`src/rtl/graycounter_pkg.sv`:
```
// Shared helpers for the gray counter family: code conversion at up to 32 bits.
// Narrower users zero-extend their operand and truncate the result.
package graycounter_pkg;

  localparam int MAX_WIDTH = 32;

  function automatic logic [MAX_WIDTH-1:0] bin2gray(input logic [MAX_WIDTH-1:0] b);
    return b ^ (b >> 1);
  endfunction

  // Zero-extended upper gray bits decode to zero, so truncation stays exact.
  function automatic logic [MAX_WIDTH-1:0] gray2bin(input logic [MAX_WIDTH-1:0] g);
    logic [MAX_WIDTH-1:0] b;
    b[MAX_WIDTH-1] = g[MAX_WIDTH-1];
    for (int i = MAX_WIDTH - 2; i >= 0; i--) begin
      b[i] = b[i+1] ^ g[i];
    end
    return b;
  endfunction

endpackage

```
`src/rtl/graycounter_param.sv`:
```
// WIDTH-bit up/down counter with registered binary and gray outputs,
// synchronous load, wrap-or-saturate limit handling and a terminal-count pulse.
module graycounter_param
  import graycounter_pkg::*;
#(
  parameter int WIDTH     = 8,
  parameter int SATURATE  = 0,
  parameter int RESET_VAL = 0
) (
  input  logic             clk,
  input  logic             reset,
  input  logic             en,
  input  logic             up,
  input  logic             load,
  input  logic [WIDTH-1:0] load_val,
  output logic [WIDTH-1:0] value,
  output logic [WIDTH-1:0] valuegray,
  output logic             tc
);

  localparam logic [WIDTH-1:0] VMAX = '1;
  localparam logic [WIDTH-1:0] VMIN = '0;
  localparam logic [WIDTH-1:0] ONE  = WIDTH'(1);
  localparam logic [WIDTH-1:0] RST  = WIDTH'(RESET_VAL);
  localparam bit               SAT  = (SATURATE != 0);

  logic [WIDTH-1:0] nxt;
  logic             nxt_tc;

  // In wrap mode tc marks the wrapped result; in saturate mode it marks
  // reaching the limit and every attempt to push past it.
  always_comb begin
    nxt    = value;
    nxt_tc = 1'b0;
    if (en) begin
      if (up) begin
        if (value == VMAX) begin
          nxt    = SAT ? value : VMIN;
          nxt_tc = 1'b1;
        end else begin
          nxt    = value + ONE;
          nxt_tc = SAT && (nxt == VMAX);
        end
      end else begin
        if (value == VMIN) begin
          nxt    = SAT ? value : VMAX;
          nxt_tc = 1'b1;
        end else begin
          nxt    = value - ONE;
          nxt_tc = SAT && (nxt == VMIN);
        end
      end
    end
  end

  // Gray is derived from the next binary value so both registers move together.
  always_ff @(posedge clk) begin
    if (reset) begin
      value     <= RST;
      valuegray <= WIDTH'(bin2gray(MAX_WIDTH'(RST)));
      tc        <= 1'b0;
    end else if (load) begin
      value     <= load_val;
      valuegray <= WIDTH'(bin2gray(MAX_WIDTH'(load_val)));
      tc        <= 1'b0;
    end else begin
      value     <= nxt;
      valuegray <= WIDTH'(bin2gray(MAX_WIDTH'(nxt)));
      tc        <= nxt_tc;
    end
  end

endmodule

```
`config.mk`:
```
export PLATFORM = sky130hd
export DESIGN_NAME = graycounter_param
export DESIGN_NICKNAME = d
export VERILOG_FILES = /design/src/rtl/graycounter_pkg.sv /design/src/rtl/graycounter_param.sv
export SDC_FILE = /design/constraint.sdc
export NUM_CORES = 1
export LEC_CHECK = 0
export CAP_MARGIN = 20
export CORE_MARGIN = 8
export CORE_UTILIZATION = 49
export CTS_CLUSTER_SIZE = 28
export DETAILED_ROUTE_END_ITERATION = 8
export GPL_TIMING_DRIVEN = 0
export MAX_ROUTING_LAYER = met4
export PLACE_DENSITY = 0.79
export SLEW_MARGIN = 40
export SYNTH_ARGS = -nofsm -noshare
export SYNTH_HDL_FRONTEND = slang
export SYNTH_SLANG_ARGS = --single-unit
```
`constraint.sdc`:
```
create_clock -name clk -period 2.5 [get_ports clk]
set_input_delay 0.5 -clock clk [delete_from_list [all_inputs] [get_ports clk]]
set_output_delay 0.5 -clock clk [all_outputs]
set_load 0.03 [all_outputs]
```
==> qor.yml, run 1 <==
floorplanning:
  core_um2: 2430
  start_util_pct: 50.6
  die_w_um: 66.1
  row_count: 18
  io_pins: 30
  dieArea_um2: 4370
  die_y_um: 66.1
logic_synthesis:
  synthArstFlopShare_pct: 0
  synth_warnings: 0
  synth_seq_area_share_pct: 26.0
  synth.top_cell.area_share_pct: 26.0
  syn_avg_cell_area_um2: 7.79
  ys_top_cells_by_area: "dfxtp_1, a21oi_1, nor2_1, xor2_1, xnor2_1"
  synth_top_cell_by_area: "dfxtp_1"
  ys_top_cells_by_count: "nor2_1, a21oi_1, dfxtp_1"
  syn-instance-count: 158
  synth_edf_count: 0
  ys_types: 50
  ys_ff_latch: 16
  synth_nets: 174
  ys.flop_type: "dfxtp_1"
  synth_most_common_cell: "nor2_1"
  synthesis.area_um2: 1230
global_route:
  grt_antenna_before_repair: 0
  grt_start_max_net_pins: 11
  grt_use_met2_pct: 26.7
  met1_usage_pct: 17.9
  busiest_layer: "met2"
  globalRouteOverflowTotal: 0
  grt_use_total_pct: 15.7
  grt_pass1_vias: 1253
  grt_pass1_wl_um: 5440
  globalRouteMet3Util_pct: 1.86
layout:
  drive_above_1_share_pct: 12.8
  final_util_pct: 64.8
  diodes: 0
  nets: 205
  fillCellCount: 231
  area_growth_pct: 28.0
place:
  hpwlAfterDp_um: 2520
  port_buffers: 26
  place.gp.congestion: 0.892
hold_path:
  hp-class: "in2reg"
timing:
  worst_pin_slew_ns: 0.523
  slew_viol_final: 0
  fin_crit_sh_pct: 93.3
  tns_ns: 0
  relSlewSlack_pct: 64.8
  hold_viol: 0
  layout_min_cycle_time_ns: 2.33
  skew_ns: 0.00240
  setup_violations: 0
  max_freq_ghz: 0.429
  rsz0062_at_grt: "no"
pwr:
  p_seq_share_pct: 36.4
  combPwrFrac_pct: 41.9
  power.density_nw_per_um2: 514
  leakagePower_nw: 0.588
  power.internal_w: 0.000513
  swShare_pct: 36.7
  irDropWorstVdd_mv: 0.465
  clkPwrFrac_pct: 21.7
  power_switching_w: 0.000297
routing:
  wirelength_um: 3270
  drc: 0
  ant_nets: 0
  via_count: 1280
  wl_per_cell_um: 15.0
  via_per_inst: 5.87
  first_iter_violations: 85
  firstDrtPassIters: 4
clock_network:
  clockBufferDepth: 2
  cts_hold_buf: 0
  cts_root_buffer: "clkbuf_4"
  cts_tree: "yes"
  clkTransAtPathRegs_ns: 0.09
  clk_latency_ns: 0.29
  htree_num_levels: 1
  cts_setup_buffers: 0
  cts_buffers: 3
  cts.sinks: 16
setup_path:
  worstPathArrival_ns: 2.54
  critical_path_peak_fanout: 8
  cp_data_required_time_ns: 2.71
  end_kind: "register"
  startpoint_type: "register"
  critPathKind: "reg2reg"
flow_run:
  maxCapViolations: 0
status:
  status: "completed"
[placed cells by master, fill, tap and decap left out, types with 2 or more instances in the layout]
cell type,Yosys,routed
mux2i_1,2,2
a211oi_1,5,5
clkbuf_4,0,3
inv_1,3,3
or3_1,2,2
o21a_1,2,2
nor3_1,6,6
nand3_1,3,3
xnor2_1,6,6
ha_1,3,3
dfxtp_1,16,16
clkbuf_1,3,3
nand2_1,10,10
a21oi_1,18,18
clkdlybuf4s50_1,0,26
nand2b_1,3,3
nand4_1,3,3
buf_2,7,7
nor2_1,22,22
o21ai_0,5,5
xor2_1,8,8
[worst paths after layout]
check | start | slack [ns] | cells after the start | to
worst max-delay path | value[0] | 0.17 | 9 | valuegray[2]
worst min register to register | value[6] | 0.81 | 4 | valuegray[6]
worst max register to register | value[0] | 0.17 | 9 | valuegray[2]
worst min-delay path | en | 0.53 | 3 | tc
[power groups by stage]
stage	combinational [W]	clock [W]	sequential [W]
floorplan	0.000180	0	0.000346
global placement	0.000328	0	0.000300
detailed placement	0.000333	0	0.000301
CTS	0.000335	0.000180	0.000296
global route	0.000365	0.000190	0.000299
finish	0.000339	0.000175	0.000295
[registers in the layout, indices dropped and copies added (netlist names)]
name	count
tc	1
value	8
valuegray	7
[cells by family (layout without fill, tap and decap cells)]
kind of cell    Yosys count  after routing  synth area share, %
simple gates             58             58                 24.1
compound gates           47             47                 27.7
buf+inv                  18             48                 7.52
flops                    16             16                 26.0
xor+xnor                 14             14                 9.96
fa+ha+maj                 3              3                 3.05
mux                       2              2                 1.63
[metal layers]
metal / up-vias / wire length, um
met1: 610 / 1480
met2: 35 / 1590
met5: - / 0
li1: 628 / -
met3: 7 / 129
met4: 0 / 74
[stage by stage]
| step | cell area, um^2 | cells | total power (W) | hold WS [ns] | worst slack, ns |
|---|---|---|---|---|---|
| final | 1580 | 218 | 0.000810 | 0.529 | 0.168 |
| after global routing | 1580 | 218 | 0.000854 | 0.534 | 0.00276 |
| after CTS | 1570 | 218 | 0.000811 | 0.523 | 0.125 |
| after detailed placement | 1530 | 214 | 0.000634 | 0.798 | 0.181 |
| after global placement | 1530 | 214 | 0.000628 | 0.775 | 0.198 |
| after floorplan | 1230 | 158 | 0.000527 | 0.643 | 0.204 |
[critical path, stage by stage (launching register included)]
cell      delay [ns]
dfxtp_1         0.36
buf_2           0.19
inv_1           0.09
ha_1            0.21
nor3b_1         0.17
and2_1          0.24
o31a_2          0.37
o221ai_4        0.24
xor2_1          0.12
a211oi_1        0.27
[area by class of cell]
cell class,instances,area (um^2),share of cell area (%)
Timing Repair Buffer,26,260,16.5
Clock buffer,4,36.3,2.30
Sequential cell,16,320,20.3
Inverter,5,23.8,1.51
Buffer,13,68.8,4.37
Tap cell,30,37.5,2.38
Multi-Input combinational cell,124,830,52.6
[repair_timing]
| item | in CTS | in global routing |
|---|---|---|
| setup endpoints to repair | 0 | 1 |
| endpoints found under the hold margin | 0 | 0 |
| gates resized for setup | 0 | 1 |
No activity file was read; power rests on OpenSTA's default activity.
==> run 2, diff against run 1 <==
Settings changed: ABC_CLOCK_PERIOD_IN_PS set to 2800, CAP_MARGIN 20 to 25, CORE_UTILIZATION 49 to 53, PLACE_DENSITY 0.79 to 0.85.
Clock period 2.5 ns to 2.8 ns, I/O delays scaled along.
==> run 2 against run 1 <==
Combinational power shrank 11%. Cell count shrank 1.4%. Clock skew grew 0.0019 ns. Design area shrank 1.7%. Sequential share of layout area grew 0.36 points. Global-route usage grew 1.4 points. Sequential power shrank 11%. First-iteration DRC count shrank 29%. Setup slack gained 0.27 ns. Via count grew 2.6%.
==> qor.yml, run 2 (synthesis gave the netlist of run 1 again) <==
status:
  status: "completed"
layout:
  nets: 205  # unchanged
  area_growth_pct: 25.8
  seqCellArea_um2: 320  # unchanged
  largest_reg_flops: 8  # unchanged
  stdcell_count: 215  # -1.4%
  top_register: "value"
  final_util_pct: 70.0  # +5.2 points
  largest_registers: "value (8), valuegray (7), tc (1)"
  multiInputGateArea_um2: 818  # -1.4%
  layout_commonest_cell: "clkdlybuf4s50_1"
  diodes: 0  # unchanged
  fillCellCount: 193  # -16%
  final_cell_mix: "clkdlybuf4s50_1, nor2_1, a21oi_1"
  drive_above_1_share_pct: 12.3  # -0.47 points
setup_path:
  slowest_delay_ns: 0.37  # about the same
  cp_cell_sequence: "buf_2 > inv_1 > ha_1 > nor3b_1 > a21oi_1 > a221oi_2 > a21oi_1 > or2_1 > o211a_1"
  startpoint_type: "register"
  critPathKind: "reg2reg"
  critical_path_peak_fanout: 8  # unchanged
  end_kind: "register"
  cp_data_required_time_ns: 2.98  # +0.27 ns
  cpMaxStageDelayCell: "nor3b_1"
  worstPathArrival_ns: 2.54  # about the same
  crit_top_cell: "a21oi_1"
pwr:
  power.internal_w: 0.000427  # -17%
  power.density_nw_per_um2: 445  # -13%
  swShare_pct: 38.0  # +1.3 points
  irDropWorstVdd_mv: 0.298  # -36%
  leakagePower_nw: 0.579  # -1.5%
  p_seq_share_pct: 38.4  # +2.0 points
  clkPwrFrac_pct: 17.8  # -3.9 points
  combPwrFrac_pct: 43.8  # +1.9 points
  power_switching_w: 0.000262  # -12%
place:
  place.gp.congestion: 0.891  # -0.11%
  hpwlAfterDp_um: 2590  # +2.7%
  numPlacedInstances: 212  # -0.93%
  port_buffers: 26  # unchanged
timing:
  hold_viol: 0  # unchanged
  worst_pin_slew_ns: 0.502  # -0.0218 ns
  rsz0062_at_grt: "no"
  layout_min_cycle_time_ns: 2.36  # +0.0281 ns
  setup_violations: 0  # unchanged
  slew_viol_final: 0  # unchanged
  skew_ns: 0.00429  # +0.00189 ns
  max_freq_ghz: 0.424  # -1.2%
  tns_ns: 0  # unchanged
  fin_crit_sh_pct: 84.3  # -9.0 points
  relSlewSlack_pct: 66.6  # +1.7 points
global_route:
  grt_use_total_pct: 17.2  # +1.4 points
  grt_pass1_wl_um: 5770  # +6.0%
  globalRouteOverflowTotal: 0  # unchanged
  grt_start_max_net_pins: 11  # unchanged
  grt_pass1_vias: 1234  # -1.5%
  grt_antenna_before_repair: 0  # unchanged
routing:
  via_count: 1313  # +2.6%
  wirelength_um: 3410  # +4.1%
  via_per_inst: 6.11  # +4.0%
  drc: 0  # unchanged
  first_iter_violations: 60  # -29%
  wl_per_cell_um: 15.8  # +5.6%
  firstDrtPassIters: 4  # unchanged
  ant_nets: 0  # unchanged
hold_path:
  hp-class: "in2reg"
floorplanning:
  core_um2: 2210  # -9.1%
  dieArea_um2: 4120  # -5.8%
  die_w_um: 64.2  # -2.9%
  io_pins: 30  # unchanged
  start_util_pct: 55.7  # +5.0 points
  row_count: 17  # -1
  die_y_um: 64.2  # -2.9%
clock_network:
  cts_buffers: 3  # unchanged
  htree_num_levels: 1  # unchanged
  cts.sinks: 16  # unchanged
  clkTransAtPathRegs_ns: 0.09  # about the same
  cts_setup_buffers: 0  # unchanged
  clk_latency_ns: 0.29  # about the same
  cts_resized: 0  # unchanged
  cts_tree: "yes"
  cts_root_buffer: "clkbuf_4"
  clockBufferDepth: 2  # unchanged
  cts_hold_buf: 0  # unchanged
flow_run:
  maxCapViolations: 0  # unchanged
run 2: changes by cell type in the layout (fill, tap and decap cells not counted), sizes merged:
cell / delta
clkbuf: -1
run 2: path summary, 6_finish.rpt:
path / from / end / slack [ns] / cells after the start
hold reg to reg: value[6] / valuegray[6] / 0.86 / 4
setup / recovery: value[0] / valuegray[3] / 0.44 / 9
setup reg to reg: value[0] / valuegray[3] / 0.44 / 9
hold / removal: en / tc / 0.59 / 3
run 2: power by group through the flow:
| stage | logic, W | clock network (W) | registers [W] |
|---|---|---|---|
| 6_report | 0.000302 | 0.000123 | 0.000264 |
| 5_1_grt | 0.000326 | 0.000137 | 0.000267 |
| 4_1_cts | 0.000301 | 0.000122 | 0.000264 |
| 3_5_place_dp | 0.000299 | 0 | 0.000270 |
| 3_3_place_gp | 0.000292 | 0 | 0.000268 |
| 2_1_floorplan | 0.000161 | 0 | 0.000309 |
run 2: cell type report:
| type | count | share of cell area, % |
|---|---|---|
| tap | 28 | 2.26 |
| sequential | 16 | 20.7 |
| buffer | 13 | 4.44 |
| clock buffer | 3 | 1.45 |
| inverter | 5 | 1.53 |
| multi-input combinational | 124 | 52.8 |
| timing repair buffer | 26 | 16.8 |
run 2: worst max-delay path: cells and delay by family, from the launching register on:
family,cells,cell delay (ns)
and+or+nand+nor,2,0.62
adders and majority gates,1,0.17
DFF,1,0.33
buffers and inverters,2,0.27
AOI/OAI and AO/OA,4,0.86
run 2: through the flow:
stage	power (W)	setup WS, ns	cell area (um^2)	hold slack, ns
6_report	0.000689	0.439	1550	0.587
5_1_grt	0.000729	0.234	1550	0.588
4_1_cts	0.000686	0.473	1550	0.586
3_5_place_dp	0.000569	0.502	1530	0.843
3_3_place_gp	0.000560	0.544	1530	0.772
2_1_floorplan	0.000470	0.504	1230	0.703
run 2: layer usage:
layer	share of wire [%]	GRT usage, %	up-vias
met5	0	-	-
met4	1.2	5.45	0
met3	6.1	4.88	8
met2	51	27.6	50
met1	42	20.2	630
li1	-	-	625
==> run 3, diff against run 2 <==
Settings changed: ABC_CLOCK_PERIOD_IN_PS 2800 to 2250, CORE_UTILIZATION 53 to 49, PLACE_DENSITY 0.85 to 0.79.
Clock period 2.8 ns to 2.25 ns, I/O delays scaled along.
==> run 3 against run 2 <==
Routed wire length is 2.3% lower. Register-to-register slack got worse by 0.32 ns. Critical path depth is the same.
==> qor.yml, run 3 (synthesis gave the netlist of run 1 again) <==
status:
  status: "completed"
routing:
  via_per_inst: 5.71  # -6.5%
  drc: 0  # unchanged
  first_iter_violations: 106  # +77%
  wirelength_um: 3330  # -2.3%
  firstDrtPassIters: 4  # unchanged
  ant_nets: 0  # unchanged
  via_count: 1245  # -5.2%
  wl_per_cell_um: 15.3  # -3.6%
timing:
  fin_hold_ws_ns: 0.501  # -0.0861 ns
  slew_viol_final: 0  # unchanged
  worst_pin_slew_ns: 0.531  # +0.0299 ns
  hold_viol: 0  # unchanged
  tns_ns: 0  # unchanged
  relSlewSlack_pct: 64.3  # -2.3 points
  fin_crit_sh_pct: 94.5  # +10 points
  layout_min_cycle_time_ns: 2.13  # -0.234 ns
  max_freq_ghz: 0.470  # +11%
  rsz0062_at_grt: "no"
  skew_ns: 0.00219  # -0.00210 ns
  setup_violations: 0  # unchanged
clock_network:
  cts_buffers: 3  # unchanged
  cts_root_buffer: "clkbuf_4"
  clk_latency_ns: 0.28  # about the same
  clockBufferDepth: 2  # unchanged
  cts_hold_buf: 0  # unchanged
  cts.sinks: 16  # unchanged
  clkTransAtPathRegs_ns: 0.09  # about the same
  htree_num_levels: 1  # unchanged
  cts_tree: "yes"
global_route:
  grt_use_total_pct: 15.9  # -1.3 points
  grt_pass1_wl_um: 5490  # -4.9%
  grt_start_max_net_pins: 11  # unchanged
  grt_antenna_before_repair: 0  # unchanged
  grt_pass1_vias: 1209  # -2.0%
  globalRouteOverflowTotal: 0  # unchanged
hold_path:
  hp-class: "in2reg"
floorplanning:
  start_util_pct: 50.6  # -5.0 points
  die_w_um: 66.1  # +3.0%
  dieArea_um2: 4370  # +6.1%
  core_um2: 2430  # +10%
  die_y_um: 66.1  # +3.0%
  io_pins: 30  # unchanged
  row_count: 18  # +1
layout:
  diodes: 0  # unchanged
  layout_commonest_cell: "clkdlybuf4s50_1"
  stdcell_count: 218  # +1.4%
  drive_above_1_share_pct: 17.6  # +5.3 points
  largest_reg_flops: 8  # unchanged
  top_register: "value"
  area_growth_pct: 30.4
  largest_registers: "value (8), valuegray (7), tc (1)"
  nets: 206  # +0.49%
  final_cell_mix: "clkdlybuf4s50_1, nor2_1, a21oi_1"
place:
  hpwlAfterDp_um: 2530  # -2.5%
  numPlacedInstances: 214  # +0.94%
  port_buffers: 26  # unchanged
  place.gp.congestion: 0.883  # -0.93%
pwr:
  irDropWorstVdd_mv: 0.436  # +46%
  leakagePower_nw: 0.595  # +2.8%
  power.density_nw_per_um2: 542  # +22%
setup_path:
  critPathKind: "reg2reg"
  critical_path_peak_fanout: 8  # unchanged
  worstPathArrival_ns: 2.31  # -0.23 ns
  cp_data_required_time_ns: 2.43  # -0.55 ns
  end_kind: "register"
  startpoint_type: "register"
flow_run:
  maxCapViolations: 0  # unchanged
==> run 3: final cells by class <==
type / instances / area (um^2)
sequential: 16 / 323
buffer: 13 / 71.3
timing repair buffer: 27 / 268
multi-input combinational: 124 / 860
inverter: 5 / 23.8
clock buffer: 3 / 22.5
fill: 202 / 827
tap: 30 / 37.5
==> run 3: power breakdown <==
part           internal, W  switching [W]
Combinational     0.000172       0.000223
Sequential        0.000310      0.0000185
Clock            0.0000622      0.0000840
Total             0.000545       0.000326
==> run 3: worst paths after layout <==
check | depth (start not counted) | endpoint | from | slack, ns
hold reg to reg | 2 | valuegray[6] | value[7] | 0.81
setup / recovery | 9 | valuegray[3] | value[0] | 0.12
setup reg to reg | 9 | valuegray[3] | value[0] | 0.12
hold / removal | 3 | tc | en | 0.50
==> run 3: through the flow <==
step	utilization, %	area, um^2	setup WS [ns]	total power, W
after floorplan	-	1230	0.0392	0.000585
final	66.0	1610	0.124	0.000870
after CTS	64.7	1570	0.0326	0.000857
after detailed placement	62.9	1530	-0.0820	0.000706
after global routing	66.0	1610	0.00489	0.000916
after global placement	62.9	1530	-0.0536	0.000699
==> run 3: per-layer routing <==
layer / wire [um] / global-route usage [%]
met1: 1410 / 18.8
met2: 1630 / 25.3
met3: 225 / 3.05
met4: 61 / 7.20
met5: 0 / -
==> run 3: timing repair <==
action / in CTS / in global routing
resized for setup: 4 / 8
endpoints found under the setup margin: 4 / 5
cloned: 0 / 0
pin swaps: 1 / 3
buffers inserted: 0 / 1
==> run 3: worst max-delay path, stage by stage (launching register included) <==
cell and delay [ns]:
dfxtp_2 0.33, buf_4 0.16, inv_2 0.07, ha_1 0.18, nor3b_4 0.26, a21oi_1 0.15
a221oi_2 0.29, a21oi_2 0.12, or2_1 0.24, o211a_1 0.22
